## src/rtl/cordic_rot_iter.sv

```systemverilog
// cordic_rot_iter: word-serial CORDIC engine in rotation mode.
// Rotates (Xin, Yin) by Zin over eight micro-rotations, one per clock.
// The iteration index goes out on Count3 and the matching atan(2^-i) comes
// back combinationally on Thetai in the same cycle.
// Optional build macro GAIN_COMP_EN adds a one-cycle COMP state that scales
// the result by about 0.60742 to cancel the CORDIC gain.
module cordic_rot_iter #(
  parameter int W     = 12,
  parameter int NITER = 8
) (
  input  logic                Clk,
  input  logic                Rst_n,
  input  logic                Start,
  output logic                Ready,
  input  logic signed [W-1:0] Xin,
  input  logic signed [W-1:0] Yin,
  input  logic signed [7:0]   Zin,
  output logic [2:0]          Count3,
  input  logic [7:0]          Thetai,
  output logic signed [W+1:0] Xout,
  output logic signed [W+1:0] Yout,
  output logic signed [7:0]   Zres,
  output logic                Busy,
  output logic                Done
);

  localparam int DW = W + 2;
  localparam logic [2:0] LAST_IDX = 3'(NITER - 1);

`ifdef GAIN_COMP_EN
  typedef enum logic [1:0] {IDLE, RUN, COMP} state_t;
`else
  typedef enum logic [1:0] {IDLE, RUN} state_t;
`endif

  state_t state, state_d;

  logic signed [DW-1:0] x_q, y_q;
  logic signed [DW-1:0] x_sh, y_sh;
  logic signed [DW-1:0] x_it, y_it;
  logic signed [7:0]    z_q, z_it;

`ifdef GAIN_COMP_EN
  // Multiply by 2^-1 + 2^-3 - 2^-6 - 2^-9 using truncating arithmetic shifts.
  function automatic logic signed [DW-1:0] gain_comp(input logic signed [DW-1:0] v);
    return (v >>> 1) + (v >>> 3) - (v >>> 6) - (v >>> 9);
  endfunction
`endif

  // One micro-rotation: direction follows the sign of the residual angle.
  always_comb begin
    x_sh = x_q >>> Count3;
    y_sh = y_q >>> Count3;
    if (z_q[7]) begin
      x_it = x_q + y_sh;
      y_it = y_q - x_sh;
      z_it = z_q + Thetai;
    end else begin
      x_it = x_q - y_sh;
      y_it = y_q + x_sh;
      z_it = z_q - Thetai;
    end
  end

  // State register.
  always_ff @(posedge Clk or negedge Rst_n) begin
    if (!Rst_n) begin
      state <= IDLE;
    end else begin
      state <= state_d;
    end
  end

  // Next-state logic and handshake outputs.
  always_comb begin
    state_d = state;
    Ready   = 1'b0;
    Busy    = 1'b0;
    case (state)
      IDLE: begin
        Ready = 1'b1;
        if (Start) begin
          state_d = RUN;
        end
      end
      RUN: begin
        Busy = 1'b1;
        if (Count3 == LAST_IDX) begin
`ifdef GAIN_COMP_EN
          state_d = COMP;
`else
          state_d = IDLE;
`endif
        end
      end
`ifdef GAIN_COMP_EN
      COMP: begin
        Busy    = 1'b1;
        state_d = IDLE;
      end
`endif
      default: begin
        state_d = IDLE;
      end
    endcase
  end

  // Datapath: operand load, iteration, and held result registers with Done pulse.
  always_ff @(posedge Clk or negedge Rst_n) begin
    if (!Rst_n) begin
      x_q    <= '0;
      y_q    <= '0;
      z_q    <= '0;
      Count3 <= '0;
      Xout   <= '0;
      Yout   <= '0;
      Zres   <= '0;
      Done   <= 1'b0;
    end else begin
      Done <= 1'b0;
      case (state)
        IDLE: begin
          if (Start) begin
            x_q    <= {{2{Xin[W-1]}}, Xin};
            y_q    <= {{2{Yin[W-1]}}, Yin};
            z_q    <= Zin;
            Count3 <= '0;
          end
        end
        RUN: begin
          x_q <= x_it;
          y_q <= y_it;
          z_q <= z_it;
          if (Count3 == LAST_IDX) begin
            Count3 <= '0;
`ifndef GAIN_COMP_EN
            Xout   <= x_it;
            Yout   <= y_it;
            Zres   <= z_it;
            Done   <= 1'b1;
`endif
          end else begin
            Count3 <= Count3 + 3'd1;
          end
        end
`ifdef GAIN_COMP_EN
        COMP: begin
          Xout <= gain_comp(x_q);
          Yout <= gain_comp(y_q);
          Zres <= z_q;
          Done <= 1'b1;
        end
`endif
        default: begin
        end
      endcase
    end
  end

endmodule
```

## config.mk

```make
export PLATFORM = sky130hd
export DESIGN_NAME = cordic_rot_iter
export DESIGN_NICKNAME = d
export VERILOG_FILES = /design/src/rtl/cordic_rot_iter.sv
export SDC_FILE = /design/constraint.sdc
export NUM_CORES = 1
export LEC_CHECK = 0
export ABC_AREA = 1
export BUFFER_PORTS_ARGS = -buffer_cell sky130_fd_sc_hd__buf_2
export CORE_ASPECT_RATIO = 0.9
export CORE_MARGIN = 4
export CORE_UTILIZATION = 25
export CTS_CLUSTER_DIAMETER = 60
export DETAILED_ROUTE_END_ITERATION = 6
export PLACE_DENSITY = 0.46
export SYNTH_ARGS = -nofsm -noshare
export SYNTH_HDL_FRONTEND = slang
export SYNTH_SLANG_ARGS = --single-unit
```

## constraint.sdc

```tcl
create_clock -name Clk -period 5.4 [get_ports Clk]
set_clock_uncertainty 0.2 [all_clocks]
set_input_delay 0.54 -clock Clk [delete_from_list [all_inputs] [get_ports Clk]]
set_output_delay 0.54 -clock Clk [all_outputs]
set_load 0.01 [all_outputs]
```

==> impl_metrics.ini <==
[clocking]
ctsResizeCount = 0
insertion_delay_ps = 360
clock_sinks = 77
cts.hold.buffers_added = 0
postCtsSetupRepairBufs = 0
cts_tree = yes
clock_tree.htree_level_count = 3
clk_transition_reported_paths_ps = 70
cts_root_buffer = clkbuf_16
clk_path_buf_depth = 2
number_of_buffers_created_by_cts = 9

[drt]
residual_drc = 0
first_pass_iters = 5
postRouteAntennaNets = 0
number_of_vias_after_detailed_routing = 6232
drt-total-wl_um = 20900
routed_length_per_placed_instance_um = 15.5
avgViaCountPerCell = 4.63
drt_first_iter_violations = 366

[yosys]
synth_edf_count = 0
asyncSetResetFlopFracSynth_pct = 100
syn-instance-count = 937
syn_avg_cell_area_sq_um = 6.69
post_synthesis_instance_area_sq_mm = 0.00627
yosysSeqAreaShare_pct = 30.7
mappedNetlistNets = 1023
ys_seq_elements = 77
yosysUniqueCellTypes = 37
predominant_post_synthesis_flop_cell = dfrtp_1
synth_warnings = 0

[worst_hold_path]
hold_removal_path_class = input port to async pin

[floorplanning]
floorplan.core_area_sq_mm = 0.0245
placement_rows = 54
chipHeight_um = 158
die_width_um = 175
number_of_top_level_pins = 85
initial_core_utilization_pct = 25.6
die-area_sq_mm = 0.0277

[worst_setup_path]
timing.critical_path.mode_cell = nand2_1
crit_chain = buf_4 > inv_2 > nand2_1 > nand3_1 > nand2_1 > nand2_1 > nand2_1 > ha_1 > inv_1 > nor3_2 > nor2_1 > xor2_1 > inv_1 > ha_1 > a21oi_1 > o21ai_0 > a21oi_1 > o21ai_0 > a21oi_1 > xor2_1 > nand2_1 > nand2_1
setup.worst_path.start_class = flop
timing.reg2reg.setup_slack_ps = 1220
crit_arrival_ps = 4270
reg2regPathDepth = 22
critPathBufInv = 4
worst-setup-path-type = flop to flop
slowest_delay_ps = 330
crit_path_max_fanout = 34
reg2reg_to = x_q[9]
crit-reg2reg-launch = Count3[0]
end_kind = flop
cpLargestDelayFamily = compound AO/OA/AOI/OAI gates
wp_data_required_ps = 5490
worst_setup_path_startpoint = Count3[0]
cpMaxStageDelayCell = ha_1

[layout]
synthToLayoutAreaGrowth_pct = 16.5
drive_gt1_share_pct = 12.5
multi_input_comb_area_sq_mm = 0.00388
layout_commonest_cell = nand2_1
antenna_cells = 0
mostFrequentLayoutCells = nand2_1, nand3_1, buf_2
fillCellCount = 2776
sequential_cell_area_sq_mm = 0.00193
finalNetCount = 1092

[grt]
first_global_vias = 6051
grt_max_degree = 50
grt_remaining_overflow = 0
gr-usage-all-layers_pct = 15.2
first_pass_grt_wire_length_um = 33200
initial_antenna_violation_count = 0

[place]
gpl.final_weighted_congestion = 0.879
port_buffers = 84
post-dp-hpwl_um = 16200

[sta]
rsz0062_at_grt = false
fin_setup_tns_ps = 0
timing_max_transition_violations_final = 0
timing.final.crit_share_pct = 77.5
maxSlewHeadroom_pct = 52.7
min_clock_period_post_route_ps = 4180
tightest_slew_ps = 708
setup_viol_count_final = 0
finalHoldViolations = 0
achievable-frequency_mhz = 239

[run]
cap_viol_max_count = 0

[status]
outcome = finished, final reports clean
[Yosys cell counts (2+ instances only)]
cell	count	area, sq um
o2111ai_1	2	17.5
a21oi_1	25	125
inv_1	74	278
nor3_2	2	20.0
dfrtp_1	77	1930
buf_2	10	50.1
buf_1	3	11.3
ha_1	40	500
buf_6	2	22.5
clkinv_1	2	7.51
nand3b_1	2	15.0
inv_2	3	11.3
xor2_1	37	324
or2_2	6	37.5
o21ai_0	42	210
buf_4	2	15.0
a31oi_1	2	12.5
clkbuf_1	20	75.1
nand2_1	364	1370
o221ai_1	3	26.3
nor3_1	8	40.0
fa_1	3	60.1
o21ai_1	7	35.0
a21o_1	5	37.5
o211ai_1	15	113
nor2_1	34	128
nand4_1	3	18.8
xnor2_1	12	105
nand3_1	124	621
[state kept, by name (all words and copies together), names as in the netlist]
| name | cells |
|---|---|
| Zres | 8 |
| z_q | 8 |
| Count3 | 3 |
| Xout | 14 |
| Yout | 14 |
| state | 1 |
| x_q | 14 |
| Done | 1 |
| y_q | 14 |
[metal layers]
layer	global-route usage [%]	vias to the layer above	routed length (um)
met5	0	-	0
met4	3.14	0	165
met3	2.68	11	1040
met2	23.8	149	9190
met1	22.2	2879	10500
li1	-	3193	-
[worst register-to-register path, delay by kind of cell (launching register included)]
| family | cells | cell delay (ps) |
|---|---|---|
| compound gates | 5 | 1020 |
| simple gates | 9 | 1010 |
| buf+inv | 4 | 690 |
| fa+ha+maj | 2 | 490 |
| xor+xnor | 2 | 390 |
| flops | 1 | 320 |
[stage by stage]
stage                     cell area [sq um]  utilization, %  hold WS (ps)  setup WS, ps  cells
final                                  7310            29.9          25.6          1220   1347
after global routing                   7310            29.9          98.8           775   1347
after CTS                              7310            29.9          57.4          1250   1347
after detailed placement               7030            28.7           260          1300   1331
after global placement                 7030            28.7           259          1310   1331
after floorplan                        6270               -          44.4          1860    937
[cell type report]
cell class              count  area share [%]
multi-input cells         744            53.1
well taps                 336            5.75
inverters                  79            4.06
flip-flops and latches     77            26.4
clock buffers               9            3.08
repair buffers             95            6.92
clock inverters             7           0.753
[cell families after synthesis]
family | count (synthesis) | synth area share, %
fa+ha+maj | 43 | 8.94
xor+xnor | 49 | 6.84
flops | 77 | 30.7
simple gates | 545 | 36.0
compound gates | 107 | 9.96
buf+inv | 116 | 7.50
[how the worst max path moves through the flow]
stage / to / slack, ps / depth (start not counted)
after detailed placement: x_q[9] / 1300 / 22
after global routing: x_q[9] / 780 / 22
final: x_q[9] / 1220 / 22
after global placement: Xout[13] / 1310 / 21
after floorplan: Xout[13] / 1860 / 20
after CTS: x_q[9] / 1250 / 22
Power is not shown: default switching activity piles up to over one toggle a cycle in this logic, so the estimate is an artifact.
